## src/rtl/sig_monitor_pkg.sv

```systemverilog
// rtl/sig_monitor_pkg.sv - shared light codes, monitor states, fault codes and lamp patterns
package sig_monitor_pkg;

    // Light codes driven by the controller (shared with sig_control)
    localparam logic [1:0] LIGHT_RED    = 2'd0;
    localparam logic [1:0] LIGHT_YELLOW = 2'd1;
    localparam logic [1:0] LIGHT_GREEN  = 2'd2;
    localparam logic [1:0] LIGHT_BAD    = 2'd3;

    typedef enum logic [1:0] {
        ST_HOLD    = 2'd0,
        ST_MONITOR = 2'd1,
        ST_FAULT   = 2'd2
    } state_t;

    // Fault codes, numbered by priority (lowest number wins)
    localparam logic [2:0] FC_NONE         = 3'd0;
    localparam logic [2:0] FC_CONFLICT     = 3'd1;
    localparam logic [2:0] FC_INVALID      = 3'd2;
    localparam logic [2:0] FC_TRANSITION   = 3'd3;
    localparam logic [2:0] FC_SHORT_YELLOW = 3'd4;
    localparam logic [2:0] FC_SHORT_ALLRED = 3'd5;

    // One-hot lamp drive {R,Y,G}
    localparam logic [2:0] LAMP_R   = 3'b100;
    localparam logic [2:0] LAMP_Y   = 3'b010;
    localparam logic [2:0] LAMP_G   = 3'b001;
    localparam logic [2:0] LAMP_OFF = 3'b000;

    // Legal per-road steps: hold, G->Y, Y->R, R->G
    function automatic logic legal_step(input logic [1:0] prev, input logic [1:0] cur);
        return (prev == cur)
            || (prev == LIGHT_GREEN  && cur == LIGHT_YELLOW)
            || (prev == LIGHT_YELLOW && cur == LIGHT_RED)
            || (prev == LIGHT_RED    && cur == LIGHT_GREEN);
    endfunction

endpackage

```

## src/rtl/sig_monitor_lamp_decode.sv

```systemverilog
// rtl/sig_monitor_lamp_decode.sv - 2-bit light code to one-hot {R,Y,G} lamp drive
//   code : light code (RED/YELLOW/GREEN, 3 invalid)
//   lamp : one-hot lamp drive, 3'b000 for the invalid code
module lamp_decode
    import sig_monitor_pkg::*;
(
    input  logic [1:0] code,
    output logic [2:0] lamp
);

    always_comb begin
        lamp = LAMP_OFF;
        case (code)
            LIGHT_RED:    lamp = LAMP_R;
            LIGHT_YELLOW: lamp = LAMP_Y;
            LIGHT_GREEN:  lamp = LAMP_G;
            default:      lamp = LAMP_OFF;
        endcase
    end

endmodule

```

## src/rtl/sig_monitor.sv

```systemverilog
// rtl/sig_monitor.sv - traffic-light safety monitor with latched fault and red flash
//   clock      : single clock, rising edge
//   clear_n    : synchronous active-low reset
//   HIGHWAY    : highway light code from controller
//   COUNTRY    : country light code from controller
//   HW_LAMP    : highway lamp drive {R,Y,G}
//   CT_LAMP    : country lamp drive {R,Y,G}
//   FAULT      : latched fault flag
//   FAULT_CODE : first fault detected, 0 = none
module sig_monitor
    import sig_monitor_pkg::*;
#(
    parameter int YMIN       = 3,
    parameter int ALLRED_MIN = 2,
    parameter int FLASH_HALF = 4
) (
    input  logic       clock,
    input  logic       clear_n,
    input  logic [1:0] HIGHWAY,
    input  logic [1:0] COUNTRY,
    output logic [2:0] HW_LAMP,
    output logic [2:0] CT_LAMP,
    output logic       FAULT,
    output logic [2:0] FAULT_CODE
);

    localparam int YW = $clog2(YMIN + 1);
    localparam int AW = $clog2(ALLRED_MIN + 1);
    localparam int FW = $clog2(2 * FLASH_HALF);

    localparam logic [YW-1:0] YSAT  = YW'(YMIN);
    localparam logic [AW-1:0] ASAT  = AW'(ALLRED_MIN);
    localparam logic [FW-1:0] FHALF = FW'(FLASH_HALF);
    localparam logic [FW-1:0] FLAST = FW'(2 * FLASH_HALF - 1);

    state_t        state_q, state_d;
    logic [1:0]    hw_cur, ct_cur, hw_prev, ct_prev;
    logic [YW-1:0] hw_ycnt, ct_ycnt;
    logic [AW-1:0] ar_cnt;
    logic [FW-1:0] fcnt_q, fcnt_d, fcnt_nxt;
    logic [2:0]    hw_lamp_d, ct_lamp_d, code_d;
    logic [2:0]    hw_dec, ct_dec;
    logic [2:0]    fault_now;
    logic          conflict, invalid, bad_step, short_y, short_ar;

    lamp_decode u_hw_decode (.code(hw_cur), .lamp(hw_dec));
    lamp_decode u_ct_decode (.code(ct_cur), .lamp(ct_dec));

    // Counters are advanced from cur, so during a cycle they hold the run
    // length ending at prev -- exactly what the Y->R and R->G checks need.
    always_ff @(posedge clock) begin
        if (!clear_n) begin
            state_q    <= ST_HOLD;
            hw_cur     <= LIGHT_RED;
            ct_cur     <= LIGHT_RED;
            hw_prev    <= LIGHT_RED;
            ct_prev    <= LIGHT_RED;
            hw_ycnt    <= '0;
            ct_ycnt    <= '0;
            ar_cnt     <= '0;
            fcnt_q     <= '0;
            HW_LAMP    <= LAMP_R;
            CT_LAMP    <= LAMP_R;
            FAULT_CODE <= FC_NONE;
        end else begin
            state_q    <= state_d;
            hw_prev    <= hw_cur;
            ct_prev    <= ct_cur;
            hw_cur     <= HIGHWAY;
            ct_cur     <= COUNTRY;
            hw_ycnt    <= (hw_cur != LIGHT_YELLOW) ? '0 :
                          (hw_ycnt == YSAT) ? YSAT : hw_ycnt + 1'b1;
            ct_ycnt    <= (ct_cur != LIGHT_YELLOW) ? '0 :
                          (ct_ycnt == YSAT) ? YSAT : ct_ycnt + 1'b1;
            ar_cnt     <= (hw_cur != LIGHT_RED || ct_cur != LIGHT_RED) ? '0 :
                          (ar_cnt == ASAT) ? ASAT : ar_cnt + 1'b1;
            fcnt_q     <= fcnt_d;
            HW_LAMP    <= hw_lamp_d;
            CT_LAMP    <= ct_lamp_d;
            FAULT_CODE <= code_d;
        end
    end

    assign FAULT = (state_q == ST_FAULT);

    // Safety checks on the current sample pair
    always_comb begin
        conflict = (hw_cur != LIGHT_RED) && (ct_cur != LIGHT_RED);
        invalid  = (hw_cur == LIGHT_BAD) || (ct_cur == LIGHT_BAD);
        bad_step = !legal_step(hw_prev, hw_cur) || !legal_step(ct_prev, ct_cur);
        short_y  = (hw_prev == LIGHT_YELLOW && hw_cur == LIGHT_RED && hw_ycnt < YSAT)
                || (ct_prev == LIGHT_YELLOW && ct_cur == LIGHT_RED && ct_ycnt < YSAT);
        short_ar = ((hw_prev == LIGHT_RED && hw_cur == LIGHT_GREEN)
                 || (ct_prev == LIGHT_RED && ct_cur == LIGHT_GREEN)) && (ar_cnt < ASAT);

        fault_now = FC_NONE;
        if (conflict)
            fault_now = FC_CONFLICT;
        else if (invalid)
            fault_now = FC_INVALID;
        else if (state_q == ST_MONITOR) begin
            // prev is only meaningful once HOLD has passed
            if (bad_step)
                fault_now = FC_TRANSITION;
            else if (short_y)
                fault_now = FC_SHORT_YELLOW;
            else if (short_ar)
                fault_now = FC_SHORT_ALLRED;
        end
    end

    // Next state, fault capture and lamp register inputs
    always_comb begin
        state_d   = state_q;
        code_d    = FAULT_CODE;
        fcnt_d    = fcnt_q;
        fcnt_nxt  = (fcnt_q == FLAST) ? '0 : fcnt_q + 1'b1;
        hw_lamp_d = hw_dec;
        ct_lamp_d = ct_dec;

        case (state_q)
            ST_HOLD:    state_d = (fault_now != FC_NONE) ? ST_FAULT : ST_MONITOR;
            ST_MONITOR: if (fault_now != FC_NONE) state_d = ST_FAULT;
            ST_FAULT:   state_d = ST_FAULT;
            default:    state_d = ST_HOLD;
        endcase

        if (state_d == ST_FAULT) begin
            if (state_q != ST_FAULT) begin
                // Entry edge: the offending sample is replaced by the first red phase
                code_d    = fault_now;
                fcnt_d    = '0;
                hw_lamp_d = LAMP_R;
                ct_lamp_d = LAMP_R;
            end else begin
                fcnt_d    = fcnt_nxt;
                hw_lamp_d = (fcnt_nxt < FHALF) ? LAMP_R : LAMP_OFF;
                ct_lamp_d = (fcnt_nxt < FHALF) ? LAMP_R : LAMP_OFF;
            end
        end else if (state_q == ST_HOLD) begin
            hw_lamp_d = LAMP_R;
            ct_lamp_d = LAMP_R;
        end
    end

endmodule

```

## config.mk

```make
export PLATFORM = sky130hd
export DESIGN_NAME = sig_monitor
export DESIGN_NICKNAME = d
export VERILOG_FILES = /design/src/rtl/sig_monitor_pkg.sv /design/src/rtl/sig_monitor_lamp_decode.sv /design/src/rtl/sig_monitor.sv
export SDC_FILE = /design/constraint.sdc
export NUM_CORES = 1
export LEC_CHECK = 0
export ABC_AREA = 1
export CAP_MARGIN = 20
export CORE_MARGIN = 4
export CORE_UTILIZATION = 40
export DETAILED_ROUTE_END_ITERATION = 6
export PLACE_DENSITY = 0.67
export REMOVE_ABC_BUFFERS = 1
export SYNTH_ARGS = -nofsm -noshare
export SYNTH_HDL_FRONTEND = slang
export SYNTH_SLANG_ARGS = --single-unit
```

## constraint.sdc

```tcl
create_clock -name clock -period 1.6 [get_ports clock]
set_clock_uncertainty 0.2 [all_clocks]
set_input_delay 0.48 -clock clock [delete_from_list [all_inputs] [get_ports clock]]
set_output_delay 0.48 -clock clock [all_outputs]
set_load 0.05 [all_outputs]
```

==> run_results.csv <==
group,metric,value,unit
run_status,violations,"negative setup slack",
setup_path,critPathTopFamily,"simple AND/OR/NAND/NOR gates",
setup_path,cp_slowest_cell,"dfxtp_2",
clock_network,htreeDepth,1,
pwr,ir_drop,0.663,mV
setup_path,cp_max_fo,6,
setup_path,cpMostUsedCell,"nand2_1",
synthesis,synth.distinct_cells,23,
floorplan,initial_utilization,41.3,%
synthesis,ys_warn_count,0,
clock_network,clkSinkCount,28,
clock_network,root_buffer,"clkbuf_4",
run_status,status,"finished, violations left",
synthesis,yosysSeqAreaShare,44.8,%
detailed_routing,drt-pass1-iter-count,4,
setup_path,crit_path_end_kind,"flip-flop",
setup_path,r2r.worst_path.cells,13,
worst_hold_path,hold_depth,1,
sta,tightest_slew,0.305,ns
floorplan,die_x,63.9,um
setup_path,crit_type,"reg -> reg",
sta,min_period,1.96,ns
synthesis,synth_area,0.00125,mm^2
clock_network,worstSkewPairLatency,0.33,ns
setup_path,cp.required,1.67,ns
global_routing,antenna_found_initial,0,
sta,setup_violations,15,
sta,hold_violations,0,
global_routing,grt_pass1_vias,1223,
clock_network,postCtsHoldBufs,0,
sta,drv_slew,0,
detailed_routing,dr_total_vias,1249,
pwr,power,1.99,mW
final_layout,nets,237,
final_layout,antenna-diode-count,0,
setup_path,crit_path_cell_trace,"buf_12 > inv_8 > nor2_4 > nor2_2 > nand2_1 > nand2_1 > nor2_1 > nand2_1 > a21oi_2 > nand2_2 > nand2_4 > nand3_1 > a21oi_1",
floorplan,dieArea,0.00408,mm^2
final_layout,final_common_cell,"nand2_1",
setup_path,crit_path_start_kind,"flip-flop",
worst_hold_path,hold_path_class,"reg -> reg",
final_layout,post-route-cell-area,0.00195,mm^2
final_layout,instances_no_fill,271,
sta,slew-limit-headroom,79.6,%
final_layout,final_util,64.5,%
global_routing,grt.overflow.total,0,
detailed_routing,vias_per_cell,4.61,
place,dp.cells,255,
synthesis,syn_avg_cell_area,6.91,um^2
global_routing,grt_pass1_wl,5040,um
detailed_routing,wl_per_cell,11.0,um
floorplan,core_area,0.00303,mm^2
detailed_routing,antenna_left,0,
detailed_routing,wl,2990,um
pwr,p_leak,0.920,nW
setup_path,crit_arrival,2.03,ns
flow_run,drv_cap,0,
sta,setup_slack,-0.355,ns
setup_path,crit_path_max_incr_delay,0.37,ns
global_routing,grt_max_degree,17,
final_layout,drive_gt1_share,38.3,%
final_layout,layout_common_cells,"nand2_1 (46), buf_4 (28), nor2_1 (25), inv_1 (19), dfxtp_1 (18)",
clock_network,clock_path_buffers,2,
clock_network,cts_tree,"done",
clock_network,clk_pin_slew,0.16,ns
detailed_routing,drc_errors,0,
setup_path,cp.depth,13,
detailed_routing,drtIter0Drc,32,
place,portBuffers,15,
clock_network,cts_buffers,3,
final_layout,area_delta_synth_final,56.3,%
global_routing,gr-usage-all-layers,15.6,%
place,dpl_cell_area,0.00170,mm^2
floorplan,die_h,63.9,um
floorplan,boundaryPins,16,
synthesis,synthCells,181,
floorplan,num_rows,20,
sta,max_freq,511,MHz
place,gp_congestion,0.932,
sta,period_share,122,%
place,dp_hpwl,1990,um
sta,rsz0062_at_grt,"yes",
setup_path,critical_path_buf_inv_count,2,
pwr,powerDensity,1020,mW/mm^2
synthesis,ys_seq_elements,28,
-- report_power, final --
| group | total, mW | internal (mW) | switching (mW) | leakage, nW |
|---|---|---|---|---|
| clock | 0.467 | 0.254 | 0.214 | 0.0279 |
| combinational | 0.701 | 0.328 | 0.373 | 0.660 |
| sequential | 0.816 | 0.759 | 0.0578 | 0.232 |
| total | 1.99 | 1.34 | 0.645 | 0.920 |
-- kinds of logic after synthesis --
kind of cell,Yosys count,synth area share [%]
compound gates,18,8.01
fa+ha+maj,3,3.00
buf+inv,30,10.2
flops,28,44.8
simple gates,102,33.9
-- cells in the mapped netlist --
library cell / count / area [um^2]
nor2_2: 2 / 12.5
nand3_2: 1 / 10.0
ha_1: 3 / 37.5
nor2_1: 29 / 109
nor3_1: 1 / 5.00
a21oi_1: 8 / 40.0
a21oi_2: 2 / 17.5
inv_4: 1 / 6.26
nand2_2: 1 / 6.26
o31ai_1: 1 / 7.51
nand2_1: 53 / 199
buf_4: 1 / 7.51
o21ai_0: 5 / 25.0
clkbuf_1: 2 / 7.51
nand3_1: 13 / 65.1
nand2_4: 1 / 11.3
inv_2: 3 / 11.3
buf_2: 1 / 5.00
buf_6: 1 / 11.3
nand4_1: 1 / 6.26
o21ai_1: 2 / 10.0
inv_1: 21 / 78.8
dfxtp_1: 28 / 561
-- path summary, 6_finish.rpt --
path                              from                     end  slack (ns)
hold / removal    ar_cnt[0]$_SDFF_PP0_    ar_cnt[0]$_SDFF_PP0_        0.23
setup reg to reg  ct_cur[1]$_SDFF_PN0_  fcnt_q[2]$_SDFFE_PN0P_       -0.36
hold reg to reg   ar_cnt[0]$_SDFF_PP0_    ar_cnt[0]$_SDFF_PP0_        0.23
setup / recovery  ct_cur[1]$_SDFF_PN0_  fcnt_q[2]$_SDFFE_PN0P_       -0.36
-- state kept, by name (all words and copies together), names as in the netlist --
register / cells
ct_prev: 2
HW_LAMP: 3
fcnt_q: 3
state_q: 2
ct_cur: 2
ar_cnt: 2
FAULT_CODE: 3
CT_LAMP: 3
hw_ycnt: 2
ct_ycnt: 2
hw_prev: 2
hw_cur: 2
-- what timing repair did --
action	4_1_cts	5_1_grt
pin swaps	11	15
endpoints found under the hold margin	0	0
gates resized for setup	20	22
endpoints found under the setup margin	15	19
cloned	1	0
setup buffers	6	5
-- final cells by class --
type | count | area [um^2]
tap | 44 | 55.1
clock buffer | 3 | 22.5
multi-input combinational | 124 | 657
fill | 250 | 1070
clock inverter | 1 | 30.0
timing repair buffer | 46 | 512
inverter | 25 | 104
sequential | 28 | 573
-- worst reg2reg max path, delay by kind of cell, from the launching register on --
kind	cells	cell delay (ns)
buffers and inverters	2	0.17
AND/OR/NAND/NOR	9	0.84
flip-flops	1	0.37
AO/OA/AOI/OAI	2	0.33
-- per-stage QoR --
step / worst slack [ns] / setup TNS (ns) / hold slack [ns]
final: -0.355 / -4.01 / 0.230
after floorplan: -0.346 / -2.47 / 0.199
after global placement: -0.302 / -4.06 / 0.206
after global routing: -0.490 / -5.84 / 0.249
after detailed placement: -0.349 / -4.71 / 0.212
after CTS: -0.271 / -3.12 / 0.232
-- metal layers --
metal	wire [um]	vias up	track usage, %
met5	0	-	0
met4	61	0	8.36
met3	94	4	2.28
met2	1480	27	27.0
met1	1360	563	18.3
li1	-	655	-
Power figures use the tool's default switching activity.
